### config.mk
export PLATFORM = sky130hd
export DESIGN_NAME = sram_req_tracker
export DESIGN_NICKNAME = d
export VERILOG_FILES = /design/src/rtl/sram_req_tracker.sv
export SDC_FILE = /design/constraint.sdc
export NUM_CORES = 1
export LEC_CHECK = 0
export BUFFER_PORTS_ARGS = -buffer_cell sky130_fd_sc_hd__buf_2
export CORE_MARGIN = 5
export CORE_UTILIZATION = 41
export DETAILED_ROUTE_END_ITERATION = 6
export HOLD_SLACK_MARGIN = 0.15
export PLACE_DENSITY = 0.85
export SLEW_MARGIN = 15
export SYNTH_ARGS = -nofsm -noshare
export SYNTH_HDL_FRONTEND = slang
export SYNTH_SLANG_ARGS = --single-unit
### constraint.sdc
create_clock -name clk -period 7.3 [get_ports clk]
set_input_delay 1.095 -clock clk [delete_from_list [all_inputs] [get_ports clk]]
set_output_delay 1.095 -clock clk [all_outputs]
set_load 0.01 [all_outputs]
### src/rtl/sram_req_tracker.sv
// Tracks up to DEPTH in-order outstanding SRAM-bus requests and returns each
// response with its tag; a flush marks everything in flight so those responses are dropped.
module sram_req_tracker #(
  parameter int DEPTH  = 4,
  parameter int TAG_W  = 4,
  parameter int DATA_W = 32,
  parameter int ADDR_W = 32,
  localparam int PTR_W = $clog2(DEPTH),
  localparam int CNT_W = $clog2(DEPTH) + 1
) (
  input  logic                clk,
  input  logic                reset,
  input  logic                flush,

  input  logic                up_req,
  input  logic                up_wr,
  input  logic [1:0]          up_size,
  input  logic [DATA_W/8-1:0] up_wstrb,
  input  logic [ADDR_W-1:0]   up_addr,
  input  logic [DATA_W-1:0]   up_wdata,
  input  logic [TAG_W-1:0]    up_tag,
  output logic                up_accept,

  output logic                sram_req,
  output logic                sram_wr,
  output logic [1:0]          sram_size,
  output logic [DATA_W/8-1:0] sram_wstrb,
  output logic [ADDR_W-1:0]   sram_addr,
  output logic [DATA_W-1:0]   sram_wdata,
  input  logic                sram_addr_ok,
  input  logic                sram_data_ok,
  input  logic [DATA_W-1:0]   sram_rdata,

  output logic                rsp_valid,
  output logic                rsp_wr,
  output logic [TAG_W-1:0]    rsp_tag,
  output logic [DATA_W-1:0]   rsp_rdata,

  output logic [CNT_W-1:0]    outstanding,
  output logic                full,
  output logic                busy,
  output logic                protocol_err
);

  logic [PTR_W-1:0] rd_ptr;
  logic [PTR_W-1:0] wr_ptr;
  logic [CNT_W-1:0] count;
  logic [DEPTH-1:0] ent_wr;
  logic [DEPTH-1:0] ent_discard;
  logic [TAG_W-1:0] ent_tag [DEPTH];
  logic [DEPTH-1:0] occupied;
  logic             push;
  logic             pop;

  assign outstanding = count;
  assign full        = (count == CNT_W'(DEPTH));
  assign busy        = (count != '0);

  assign sram_req   = up_req & ~full & ~flush;
  assign up_accept  = sram_req & sram_addr_ok;
  assign sram_wr    = up_wr;
  assign sram_size  = up_size;
  assign sram_wstrb = up_wstrb;
  assign sram_addr  = up_addr;
  assign sram_wdata = up_wdata;

  assign push = up_accept;
  assign pop  = sram_data_ok & busy;

  assign rsp_valid = pop & ~ent_discard[rd_ptr] & ~flush;
  assign rsp_wr    = ent_wr[rd_ptr];
  assign rsp_tag   = ent_tag[rd_ptr];
  assign rsp_rdata = sram_rdata;

  // A slot is live when its distance from the head is below the occupancy.
  always_comb begin
    occupied = '0;
    for (int i = 0; i < DEPTH; i++) begin
      occupied[i] = ({1'b0, PTR_W'(PTR_W'(i) - rd_ptr)} < count);
    end
  end

  always_ff @(posedge clk) begin
    if (reset) begin
      rd_ptr       <= '0;
      wr_ptr       <= '0;
      count        <= '0;
      ent_wr       <= '0;
      ent_discard  <= '0;
      protocol_err <= 1'b0;
      for (int i = 0; i < DEPTH; i++) begin
        ent_tag[i] <= '0;
      end
    end else begin
      if (flush) begin
        ent_discard <= ent_discard | occupied;
      end
      // flush gates sram_req, so push never overlaps the discard update above
      if (push) begin
        ent_wr[wr_ptr]      <= up_wr;
        ent_tag[wr_ptr]     <= up_tag;
        ent_discard[wr_ptr] <= 1'b0;
        wr_ptr              <= wr_ptr + PTR_W'(1);
      end
      if (pop) begin
        rd_ptr <= rd_ptr + PTR_W'(1);
      end
      case ({push, pop})
        2'b10:   count <= count + CNT_W'(1);
        2'b01:   count <= count - CNT_W'(1);
        default: count <= count;
      endcase
      if (sram_data_ok && !busy) begin
        protocol_err <= 1'b1;
      end
    end
  end

endmodule
==> flow_metrics.env <==
export IMPL_grt_usage_pct=12.8
export IMPL_cpMostUsedCell="buf_2"
export IMPL_cts_clk_slew_worst_paths_ps=70
export IMPL_p_leak_uw=0.000800
export IMPL_via_per_inst=5.31
export IMPL_grt_pass1_vias=1412
export IMPL_finalMaxSlewViolations=0
export IMPL_cp_slowest_cell="and3b_1"
export IMPL_rsz0062_at_grt="false"
export IMPL_setup_viol=0
export IMPL_start_kind="input port"
export IMPL_timing_fmax_mhz=321
export IMPL_final_setup_tns_ps=0
export IMPL_ctsHtreeMaxLevel=2
export IMPL_reg2regPathDepth=8
export IMPL_clock_sinks=34
export IMPL_slew_headroom_pct=54.4
export IMPL_ys_flop_type="dfxtp_1"
export IMPL_yosys_top_cells_area="buf_4, edfxtp_1, dfxtp_1"
export IMPL_crit_buf_inv=3
export IMPL_post_cts_buffers=0
export IMPL_cts_max_path_buffers=2
export IMPL_avgRoutedWirePerCell_microns=18.8
export IMPL_slowest_delay_ps=350
export IMPL_port_buffers=25
export IMPL_synth_cells=265
export IMPL_tightest_slew_ps=678
export IMPL_dp_cells=253
export IMPL_finalPower_uw=551
export IMPL_power_frac_comb_pct=29.1
export IMPL_first_pass_iters=4
export IMPL_r2r_end="outstanding[2]"
export IMPL_area_growth_syn_to_layout_pct=-20.3
export IMPL_n_antenna_cell=0
export IMPL_overflow=0
export IMPL_swShare_pct=33.8
export IMPL_grt_max_degree=16
export IMPL_worstReg2RegStart="outstanding[2]"
export IMPL_syn_area_per_cell_sq_um=9.66
export IMPL_crit_type="input port to output pin"
export IMPL_finalClockSkew_ps=9.57
export IMPL_p_seq_share_pct=46.2
export IMPL_gp_congestion=0.818
export IMPL_die_area_sq_mm=0.00793
export IMPL_io_pins=230
export IMPL_yosys_area_top_type="buf_4"
export IMPL_initial_core_util_pct=42.8
export IMPL_path_cells="buf_2 > and3b_1 > nand2_4 > inv_4 > buf_2"
export IMPL_drive_gt1_share_pct=25.3
export IMPL_cts_resized=0
export IMPL_holdBufCountCts=0
export IMPL_wl_microns=4910
export IMPL_synth_nets=388
export IMPL_reg2reg_slack_ps=4570
export IMPL_ctsRootBufferMaster="clkbuf_8"
export IMPL_maxCapViolCount=0
export IMPL_vias=1385
export IMPL_crit_family="simple AND/OR/NAND/NOR gates"
export IMPL_p_sw_uw=187
export IMPL_grt_pass1_wl_microns=7660
export IMPL_cts_tree="yes"
export IMPL_utilization_pct=34.1
export IMPL_final_nets=308
export IMPL_placed_area_sq_mm=0.00196
export IMPL_synth_top_area_share_pct=30.2
export IMPL_power_per_cell_area_mw_per_mm2=270
export IMPL_num_rows=28
export IMPL_intPower_uw=365
export IMPL_timing_final_crit_share_pct=42.6
export IMPL_synth_edf_count=16
export IMPL_min_path_type="register to register"
export IMPL_clock_latency_ps=290
export IMPL_final_cells=261
export IMPL_endpoint_kind="output pin"
export IMPL_route_detailed_drc=0
export IMPL_worstSetupPathDepth=5
export IMPL_async_flop_share_pct=0
export IMPL_die_x_microns=89.0
export IMPL_ys_seq_elements=34
export IMPL_status="finished, final reports clean"
export IMPL_hold_violations=0
export IMPL_nFillCells=615
export IMPL_synth_area_sq_mm=0.00256
export IMPL_yosysMostFrequentCell="buf_4"
export IMPL_cp_data_required_time_ps=6200
export IMPL_cp_endpoint="up_accept"
export IMPL_worstPathArrival_ps=2020
export IMPL_netlist_top_cells_count="buf_4, nor2_1, dfxtp_1, edfxtp_1, inv_1"
export IMPL_die_height_microns=89.0
export IMPL_ir_drop_uv=79.5
export IMPL_final_cell_area_sq_mm=0.00204
export IMPL_cts_inserted_buffers=5
export IMPL_drtAntennaViolNets=0
export IMPL_path_max_fanout=12
export IMPL_crit_start="flush"
export IMPL_yosysWarnings=0
export IMPL_fin_crit_ps=3110
export IMPL_power_frac_clock_pct=24.7
export IMPL_hpwl_microns=3840
export IMPL_coreArea_sq_mm=0.00599
export IMPL_grt_antenna_before_repair=0
export IMPL_synth_yosys_seq_area_share_pct=32.8
export IMPL_ys_types=43
export IMPL_drtIter0Drc=112
flip-flops by register name (all words and copies together) (netlist names), named ones only:
name / count
ent_wr: 4
ent_tag: 16
protocol_err: 1
rd_ptr: 2
ent_discard: 4
outstanding: 3
wr_ptr: 2
metal layers:
layer / global-route usage, % / part of all wire [%] / vias to the layer above
met5: 0 / 0 / -
met4: 7.58 / 4.2 / 0
met3: 7.00 / 11 / 30
met2: 21.5 / 52 / 86
met1: 12.4 / 34 / 646
li1: - / - / 623
worst min path at each step:
stage                    from              to  slack [ps]  depth (start not counted)
2_1_floorplan       ent_wr[3]       ent_wr[3]         430                          2
3_3_place_gp        ent_wr[3]       ent_wr[3]         450                          2
3_5_place_dp   ent_discard[3]  ent_discard[3]         450                          2
4_1_cts        ent_discard[3]  ent_discard[3]         460                          2
5_1_grt        ent_discard[3]  ent_discard[3]         500                          2
6_report       ent_discard[3]  ent_discard[3]         470                          2
power by group through the flow:
| stage | Combinational (uW) | Clock (uW) | Sequential (uW) |
|---|---|---|---|
| after floorplan | 193 | 0 | 242 |
| after global placement | 157 | 0 | 257 |
| after detailed placement | 162 | 0 | 260 |
| after CTS | 163 | 140 | 255 |
| after global routing | 183 | 146 | 261 |
| final | 161 | 136 | 255 |
metrics by stage:
stage	worst slack, ps	hold slack, ps
finish	4190	465
global route	4120	500
CTS	4190	464
detailed placement	4190	453
global placement	4230	446
floorplan	4300	432
cell type report:
cell class / count / area, sq um / area share (%)
inverters: 18 / 75.1 / 3.68
flip-flops and latches: 34 / 841 / 41.2
repair buffers: 25 / 125 / 6.13
clock inverters: 3 / 16.3 / 0.797
clock buffers: 5 / 68.8 / 3.37
multi-input cells: 101 / 821 / 40.2
well taps: 75 / 93.8 / 4.60
tightest hold or removal path, delay by kind of cell (launching register included):
| family | cells | cell delay (ps) |
|---|---|---|
| flops | 1 | 310 |
| buf+inv | 1 | 60 |
| compound gates | 1 | 50 |
layout by cell type (no fill, tap or decap), drive strengths merged, types with 2 or more instances in the layout:
cell type  instances
buf               25
nor2              21
dfxtp             18
inv               18
edfxtp            16
ha                 9
nand2              9
mux4               6
o31ai              6
clkbuf             5
nor4               4
nand2b             4
a21oi              3
xor2               3
o221ai             3
nand4b             3
o211ai             3
a211oi             3
xnor2              2
nand4              2
nor3               2
and2               2
a221oi             2
clkinv             2
cells by family (layout without fill, tap and decap cells):
kind of cell	count (synthesis)	count (layout)	synth area share, %
DFF	34	34	32.8
and+or+nand+nor	53	53	10.9
adders and majority gates	10	10	5.18
muxes	8	8	6.25
AOI/OAI and AO/OA	25	25	7.96
xor gates and xnor gates	5	5	1.71
buffers and inverters	130	51	35.1
Note: power is estimated with default switching activity, not from simulation.
